File: src/rtl/adler32_pkg.sv
// Shared Adler-32 constants and FSM encoding for the checksum core and its reference model.
package adler32_pkg;

    localparam int unsigned DATA_WD  = 32;
    localparam int unsigned BYTE_WD  = 8;
    localparam int unsigned CNT_WD   = 32;
    localparam int unsigned SUM_WD   = 16;
    localparam int unsigned MOD_BASE = 65521;

    // Modulus widened to hold the un-reduced sum of two 16-bit residues.
    localparam logic [SUM_WD:0]     ADLER_MOD  = 17'd65521;
    localparam logic [DATA_WD-1:0]  ADLER_INIT = 32'h0000_0001;
    localparam logic [CNT_WD-1:0]   CNT_ONE    = 32'd1;

    typedef enum logic [1:0] {
        ST_IDLE = 2'd0,
        ST_BUSY = 2'd1,
        ST_DONE = 2'd2
    } state_t;

endpackage

File: src/rtl/adler32_modadd.sv
// Combinational (a + b) mod 65521 for operands already below the modulus.
module adler32_modadd
    import adler32_pkg::*;
(
    input  logic [SUM_WD-1:0] i_a,
    input  logic [SUM_WD-1:0] i_b,
    output logic [SUM_WD-1:0] o_y
);

    logic [SUM_WD:0] w_sum;

    assign w_sum = {1'b0, i_a} + {1'b0, i_b};

    // Both operands are below the modulus, so the sum is below twice it: one subtract is enough.
    assign o_y = (w_sum >= ADLER_MOD) ? SUM_WD'(w_sum - ADLER_MOD) : w_sum[SUM_WD-1:0];

endmodule

File: src/rtl/adler32_core.sv
// Byte-serial Adler-32 checksum, one byte per clock, with a one-cycle done pulse after the last byte.
module adler32_core
    import adler32_pkg::*;
(
    input  logic                clk,
    input  logic                rstn,
    input  logic                start_i,
    input  logic                val_i,
    input  logic [BYTE_WD-1:0]  dat_i,
    input  logic                lst_i,
    output logic                done_o,
    output logic [DATA_WD-1:0]  dat_o,
    output logic [CNT_WD-1:0]   cnt_o,
    output logic                err_o
);

    state_t              r_state;
    state_t              w_state_nxt;
    logic [SUM_WD-1:0]   r_s1;
    logic [SUM_WD-1:0]   r_s2;
    logic [CNT_WD-1:0]   r_cnt;
    logic                r_err;

    logic [SUM_WD-1:0]   w_s1_base;
    logic [SUM_WD-1:0]   w_s2_base;
    logic [CNT_WD-1:0]   w_cnt_base;
    logic [SUM_WD-1:0]   w_s1_nxt;
    logic [SUM_WD-1:0]   w_s2_nxt;
    logic                w_acc;

    // A start in the same cycle as a byte accumulates that byte onto the fresh state.
    assign w_s1_base  = start_i ? ADLER_INIT[SUM_WD-1:0]      : r_s1;
    assign w_s2_base  = start_i ? ADLER_INIT[DATA_WD-1:SUM_WD] : r_s2;
    assign w_cnt_base = start_i ? '0                           : r_cnt;
    assign w_acc      = val_i && (start_i || (r_state == ST_BUSY));

    adler32_modadd u_add_s1 (
        .i_a (w_s1_base),
        .i_b ({{(SUM_WD-BYTE_WD){1'b0}}, dat_i}),
        .o_y (w_s1_nxt)
    );

    adler32_modadd u_add_s2 (
        .i_a (w_s2_base),
        .i_b (w_s1_nxt),
        .o_y (w_s2_nxt)
    );

    always_comb begin
        // NOTE: assign every always_comb output a default first so no path leaves it unassigned and infers a latch.
        w_state_nxt = r_state;
        if (w_acc && lst_i) begin
            w_state_nxt = ST_DONE;
        end else begin
            unique case (r_state)
                ST_IDLE: if (start_i) w_state_nxt = ST_BUSY;
                ST_BUSY: w_state_nxt = ST_BUSY;
                ST_DONE: w_state_nxt = start_i ? ST_BUSY : ST_IDLE;
                default: w_state_nxt = ST_IDLE;
            endcase
        end
    end

    // NOTE: sequential state uses non-blocking assignments so every register samples pre-edge values.
    always_ff @(posedge clk or negedge rstn) begin
        if (!rstn) begin
            r_state <= ST_IDLE;
            r_s1    <= ADLER_INIT[SUM_WD-1:0];
            r_s2    <= ADLER_INIT[DATA_WD-1:SUM_WD];
            r_cnt   <= '0;
            r_err   <= 1'b0;
        end else begin
            r_state <= w_state_nxt;
            if (w_acc) begin
                r_s1  <= w_s1_nxt;
                r_s2  <= w_s2_nxt;
                r_cnt <= w_cnt_base + CNT_ONE;
            end else if (start_i) begin
                r_s1  <= w_s1_base;
                r_s2  <= w_s2_base;
                r_cnt <= w_cnt_base;
            end
            if (start_i) begin
                r_err <= 1'b0;
            end else if (val_i && (r_state != ST_BUSY)) begin
                r_err <= 1'b1;
            end
        end
    end

    assign done_o = (r_state == ST_DONE);
    assign dat_o  = {r_s2, r_s1};
    assign cnt_o  = r_cnt;
    assign err_o  = r_err;

endmodule

File: config.mk
export PLATFORM = sky130hd
export DESIGN_NAME = adler32_core
export DESIGN_NICKNAME = d
export VERILOG_FILES = /design/src/rtl/adler32_pkg.sv /design/src/rtl/adler32_modadd.sv /design/src/rtl/adler32_core.sv
export SDC_FILE = /design/constraint.sdc
export NUM_CORES = 1
export LEC_CHECK = 0
export CORE_MARGIN = 5
export CORE_UTILIZATION = 40
export CTS_CLUSTER_SIZE = 40
export DETAILED_ROUTE_END_ITERATION = 12
export PLACE_DENSITY_LB_ADDON = 0.2
export SYNTH_ARGS = -nofsm -noshare
export SYNTH_HDL_FRONTEND = slang
export SYNTH_HIERARCHICAL = 1
export SYNTH_SLANG_ARGS = --single-unit
File: constraint.sdc
create_clock -name clk -period 6.65 [get_ports clk]
set_input_delay 1.6625 -clock clk [delete_from_list [all_inputs] [get_ports clk]]
set_output_delay 1.6625 -clock clk [all_outputs]
set_load 0.05 [all_outputs]
# Word level (Yosys, flattened, before mapping)
# Cells that the tools add are included.
# Widths: inputs -> output; s select.
[totals]
reg_bits = 67
word_cells = 40
inputBits = 13
[op_classes]
n_mux = 17
order_cmp = 2
add_sub_neg = 5
n_eq_ne = 4
n_reduce_logical = 7
[ops]
columns = ["op", "n"]
rows = [
  ["$mux 16", 8],
  ["$mux 32", 3],
  ["$ge 17x16->1 const B", 2],
  ["$add 32x1->32 const B", 1],
  ["$sub 16x16->16 const B", 2],
  ["$add 16x16->17", 1],
  ["$add 16x8->17", 1],
  ["$pmux 2 s3", 1],
  ["$mux 2", 2],
  ["$reduce_bool 2->1", 2],
  ["$logic_and 1x1->1", 3],
  ["$mux 1", 3],
  ["$ne 3x3->1 const B", 1],
  ["$eq 2x1->1 const B", 1],
  ["$eq 2x2->1 const B", 1],
  ["$logic_not 2->1", 1],
  ["$ne 2x1->1 const B", 1],
  ["$logic_or 1x1->1", 1],
]

# Depth between registers and ports, before layout
[logic_depth]
word_depth = 8
mapped_depth = 26
mapped_depth_nobuf = 21

# Hierarchy
# The synthesis kept the hierarchy.
[modules_own_cells]
columns = ["mod", "area_per_inst_um2", "cells_each", "seq_area_each_um2", "instances"]
rows = [
  ["adler32_core", 3504.6, 317, 1677.9, 1],
  ["adler32_modadd at u_add_s1", 1556.5, 213, 0.0, 1],
  ["adler32_modadd at u_add_s2", 1506.4, 189, 0.0, 1],
]

# Worst setup path after synthesis
# OpenSTA, ideal clock, no wires.
[synth_path]
kind = "input port to flip-flop"
startpoint = "input port start_i"
endpoint = "register r_s2[1]"
setup_time_ps = 125
required_time_ps = 6525
n_path_buf = 2
path_stages = 22
path_slack_ps = -667
arrival_time_ps = 7192
cell_sequence = "clkbuf_1 > or2_2 > ha_1 > fa_1 > a211oi_2 > o21ai_1 > o211a_1 > a31o_2 > nor4_1 > a31oi_1 > buf_6 > mux2_1 > fa_1 > a211oi_2 > nor2_1 > xor2_1 > o311ai_1 > nor4b_4 > nand4_4 > nand2_2 > mux2_1 > mux2_2"
[synth_via]
elab_chain_cells = 8
[synth_lines]
columns = ["element", "line", "source"]
rows = [
  ["from (decl)", "adler32_core.sv:7", "input logic start_i,"],
  ["$mux 16 *", "adler32_core.sv:32", "assign w_s1_base = start_i ? ADLER_INIT[SUM_WD-1:0] : r_s1;"],
  ["named net w_s1_base[0]", "adler32_core.sv:24", "logic [SUM_WD-1:0] w_s1_base;"],
  ["$add 16x8->17 *", "adler32_modadd.sv:12", "assign w_sum = {1'b0, i_a} + {1'b0, i_b};"],
  ["$sub 16x16->16 / $ge 17x16->1 (equally long branches)", "adler32_modadd.sv:15", "assign o_y = (w_sum >= ADLER_MOD) ? SUM_WD'(w_sum - ADLER_MOD) : w_sum[SUM_WD-1:0];"],
  ["$mux 16 *", "adler32_modadd.sv:15", ""],
  ["named net w_s1_nxt[1]", "adler32_core.sv:27", "logic [SUM_WD-1:0] w_s1_nxt;"],
  ["$add 16x16->17 *", "adler32_modadd.sv:12", ""],
  ["$sub 16x16->16 / $ge 17x16->1 (equally long branches)", "adler32_modadd.sv:15", ""],
  ["$mux 16 *", "adler32_modadd.sv:15", ""],
  ["named net w_s2_nxt[1]", "adler32_core.sv:28", "logic [SUM_WD-1:0] w_s2_nxt;"],
  ["$mux 16 *", "adler32_core.sv:74", "if (w_acc) begin"],
  ["to (signal assigned)", "adler32_core.sv:69", "r_s2 <= ADLER_INIT[DATA_WD-1:SUM_WD];"],
  ["to (signal assigned)", "adler32_core.sv:76", "r_s2 <= w_s2_nxt;"],
  ["to (signal assigned)", "adler32_core.sv:80", "r_s2 <= w_s2_base;"],
  ["to (decl)", "adler32_core.sv:20", "logic [SUM_WD-1:0] r_s2;"],
]
# The timed path passes the listed nets; every way through them passes the cells marked *. The select of a mux whose other input is x is not followed.
# A chain may end at the register's enable or synchronous reset.

# Final worst setup path
[layout_path]
startpoint = "input port start_i"
endpoint = "register r_s2[10]"
# Same word-level chain as after synthesis.

==> impl_metrics.tcl <==
set metrics [dict create \
    run_status "finished, violations left" \
    violations "negative setup slack" \
    gp_congestion 0.872 \
    start_util 0.410 \
    avgSynthCellArea_um2 9.13 \
    nets 1024 \
    synth_flop_cell "dfrtp_1" \
    postLayoutCoreUtil 0.607 \
    worst_ir_drop_vdd_uv 399 \
    postLayoutCellArea_mm2 0.00971 \
    cts_tree "built" \
    ys_ff_latch 67 \
    core_mm2 0.0160 \
    setup_viol 14 \
    grt_max_degree 68 \
    ctsHoldBuffers 0 \
    relSlewSlack 0.403 \
    hp-class "reg2reg" \
    wl_per_cell_um 17.8 \
    vias 6675 \
    yosys.area_share.simple 0.256 \
    via_per_inst 5.60 \
    grt_antenna_before_repair 0 \
    ioPinCount 79 \
    ant_nets 0 \
    slowest_stage "fa_2" \
    diodes 0 \
    cpLargestDelayFamily "compound AO/OA/AOI/OAI gates" \
    ys_types 94 \
    synth-edff-count 0 \
    period_share 1.02 \
    async_reset_ff_frac 1.00 \
    fillers 1407 \
    crit_buf_inv 5 \
    clkTransAtPathRegs_ns 0.06 \
    grt_setup_unrepaired "yes" \
    clock_latency_ns 0.34 \
    htree_levels 3 \
    ys_seq_area_frac 0.255 \
    tightest_slew_ns 0.896 \
    rows 46 \
    grt_pass1_wl_um 34500 \
    synthXorXnorAreaFrac 0.0718 \
    totalWireLength_um 21200 \
    grt_usage 0.215 \
    power.leakage_nw 4.20 \
    hold_viol 0 \
    p_per_area_mw_per_mm2 413 \
    die_area_mm2 0.0191 \
    drc_errors 0 \
    maxSlewViolCount 0 \
    clk_path_buf_depth 2 \
    drt_iter0_drc 425 \
    placed_area_mm2 0.00877 \
    yosysWarnings 6 \
    fmax_mhz 147 \
    power_mw 4.01 \
    clockRootBuffer "clkbuf_16" \
    mostFrequentLayoutCells "buf_4, clkdlybuf4s50_1, dfrtp_1" \
    whs_ns 0.513 \
    synth_cells 719 \
    finalSetupTns_ns -1.15 \
    cpMostUsedCell "buf_4" \
    drt_pre_antenna_iters 5 \
    layout_setup_ws_ns -0.148 \
    final_common_cell "buf_4" \
    synthAdderAreaFrac 0.0766 \
    grt_overflow 0 \
    finClkSkew_ns 0.00909 \
    die-height_um 138 \
    startpoint_type "primary input" \
    synth_area_mm2 0.00657 \
    critPathKind "in2reg" \
    cts_sinks 67 \
    dp_hpwl_um 15800 \
    cts_buffers 9 \
    path_max_fanout 5 \
    synth-compound-area-share 0.216 \
    grt_pass1_vias 6820 \
    cp_data_arrival_time_ns 7.03 \
    end_kind "flop" \
    cp_slowest_stage_delay_ns 0.40 \
    period_minus_slack_ns 6.80 \
    synthMuxAreaShare 0.0806 \
    critPathRequiredTime_ns 6.88 \
    fp.dieW_um 138 \
    drv_cap 0 \
    port_buffers 78 \
    synth_top_family_by_area "simple AND/OR/NAND/NOR gates" \
    area_delta_synth_final_pct 47.9 \
    drive_gt1_frac 0.379 \
]
==> logic make-up (layout without fill, tap and decap cells) <==
kind of cell | after synthesis | after routing
AOI/OAI and AO/OA | 180 | 180
and+or+nand+nor | 281 | 281
DFF | 67 | 67
muxes | 47 | 47
other | 1 | 8
xor gates and xnor gates | 53 | 53
adders and majority gates | 39 | 39
buffers and inverters | 51 | 301
==> state kept, by name, summed over array words and instances, names as in the netlist <==
name and flops:
r_s1 16, r_state 2, r_s2 16, err_o 1, cnt_o 32
==> Yosys cell counts (all sizes together), types with 6 or more instances <==
cell | n | area [µm²]
nor2 | 46 | 173
xnor2 | 30 | 270
and2 | 11 | 70.1
nor2b | 48 | 300
a21o | 14 | 105
and3 | 9 | 57.6
ha | 37 | 463
nand2 | 46 | 175
o31ai | 12 | 90.1
mux2 | 44 | 499
a21oi | 50 | 310
nand4 | 12 | 103
a211oi | 15 | 163
nand3 | 20 | 105
and4 | 8 | 76.3
xor2 | 23 | 201
o21a | 6 | 46.3
clkbuf | 14 | 56.3
inv | 13 | 48.8
o2111ai | 7 | 61.3
buf | 23 | 164
dfrtp | 66 | 1650
o211ai | 13 | 113
o21ai | 23 | 130
nor4 | 16 | 130
nor3 | 16 | 85.1
or3 | 11 | 68.8
or4 | 9 | 67.6
nand2b | 8 | 50.1
==> through the flow <==
stage               setup slack, ns  instances
floorplan                    -0.445        726
global placement             -0.641       1148
detailed placement           -0.766       1148
CTS                         -0.0208       1180
global route                 -0.413       1192
finish                       -0.148       1192
==> worst paths after layout <==
kind | startpoint | endpoint | slack, ns | depth (start not counted)
max | start_i | r_s2[10] | -0.15 | 25
max reg2reg | r_s1[0] | r_s2[10] | 0.90 | 24
min in group asynchronous | rstn | cnt_o[8] | 1.52 | 2
max in group asynchronous | rstn | r_s1[6] | 4.53 | 2
min | cnt_o[31] | cnt_o[31] | 0.51 | 1
min reg2reg | cnt_o[31] | cnt_o[31] | 0.51 | 1
==> report_power, final <==
group	internal [mW]	leakage, nW	total (mW)	switching, mW
clock	0.252	0.125	0.448	0.196
sequential	0.489	0.895	0.540	0.0502
combinational	1.44	3.18	3.03	1.59
==> area by class of cell <==
class                   count  area (µm²)  area share
multi-input cells         608        5170       0.533
flip-flops and latches     67        1680       0.173
repair buffers            273        2270       0.234
clock buffers              10         229      0.0236
inverters                  13        48.8     0.00502
well taps                 216         270      0.0278
clock inverters             5        41.3     0.00425
==> metal layers <==
| layer | up-vias | track usage | wire length (µm) |
|---|---|---|---|
| met1 | 3287 | 0.270 | 9060 |
| met3 | 27 | 0.0252 | 798 |
| met5 | - | 0 | 0 |
| li1 | 3183 | - | - |
| met4 | 0 | 0.0733 | 456 |
| met2 | 178 | 0.383 | 10900 |
==> timing repair <==
| action | 4_1_cts | 5_1_grt |
|---|---|---|
| endpoints found under the setup margin | 16 | 16 |
| pin swaps | 33 | 27 |
| buffers inserted | 16 | 12 |
| gates cloned | 1 | 0 |
| resized for setup | 57 | 24 |
| hold endpoints to repair | 0 | 0 |
No activity file was read; power rests on OpenSTA's default activity.
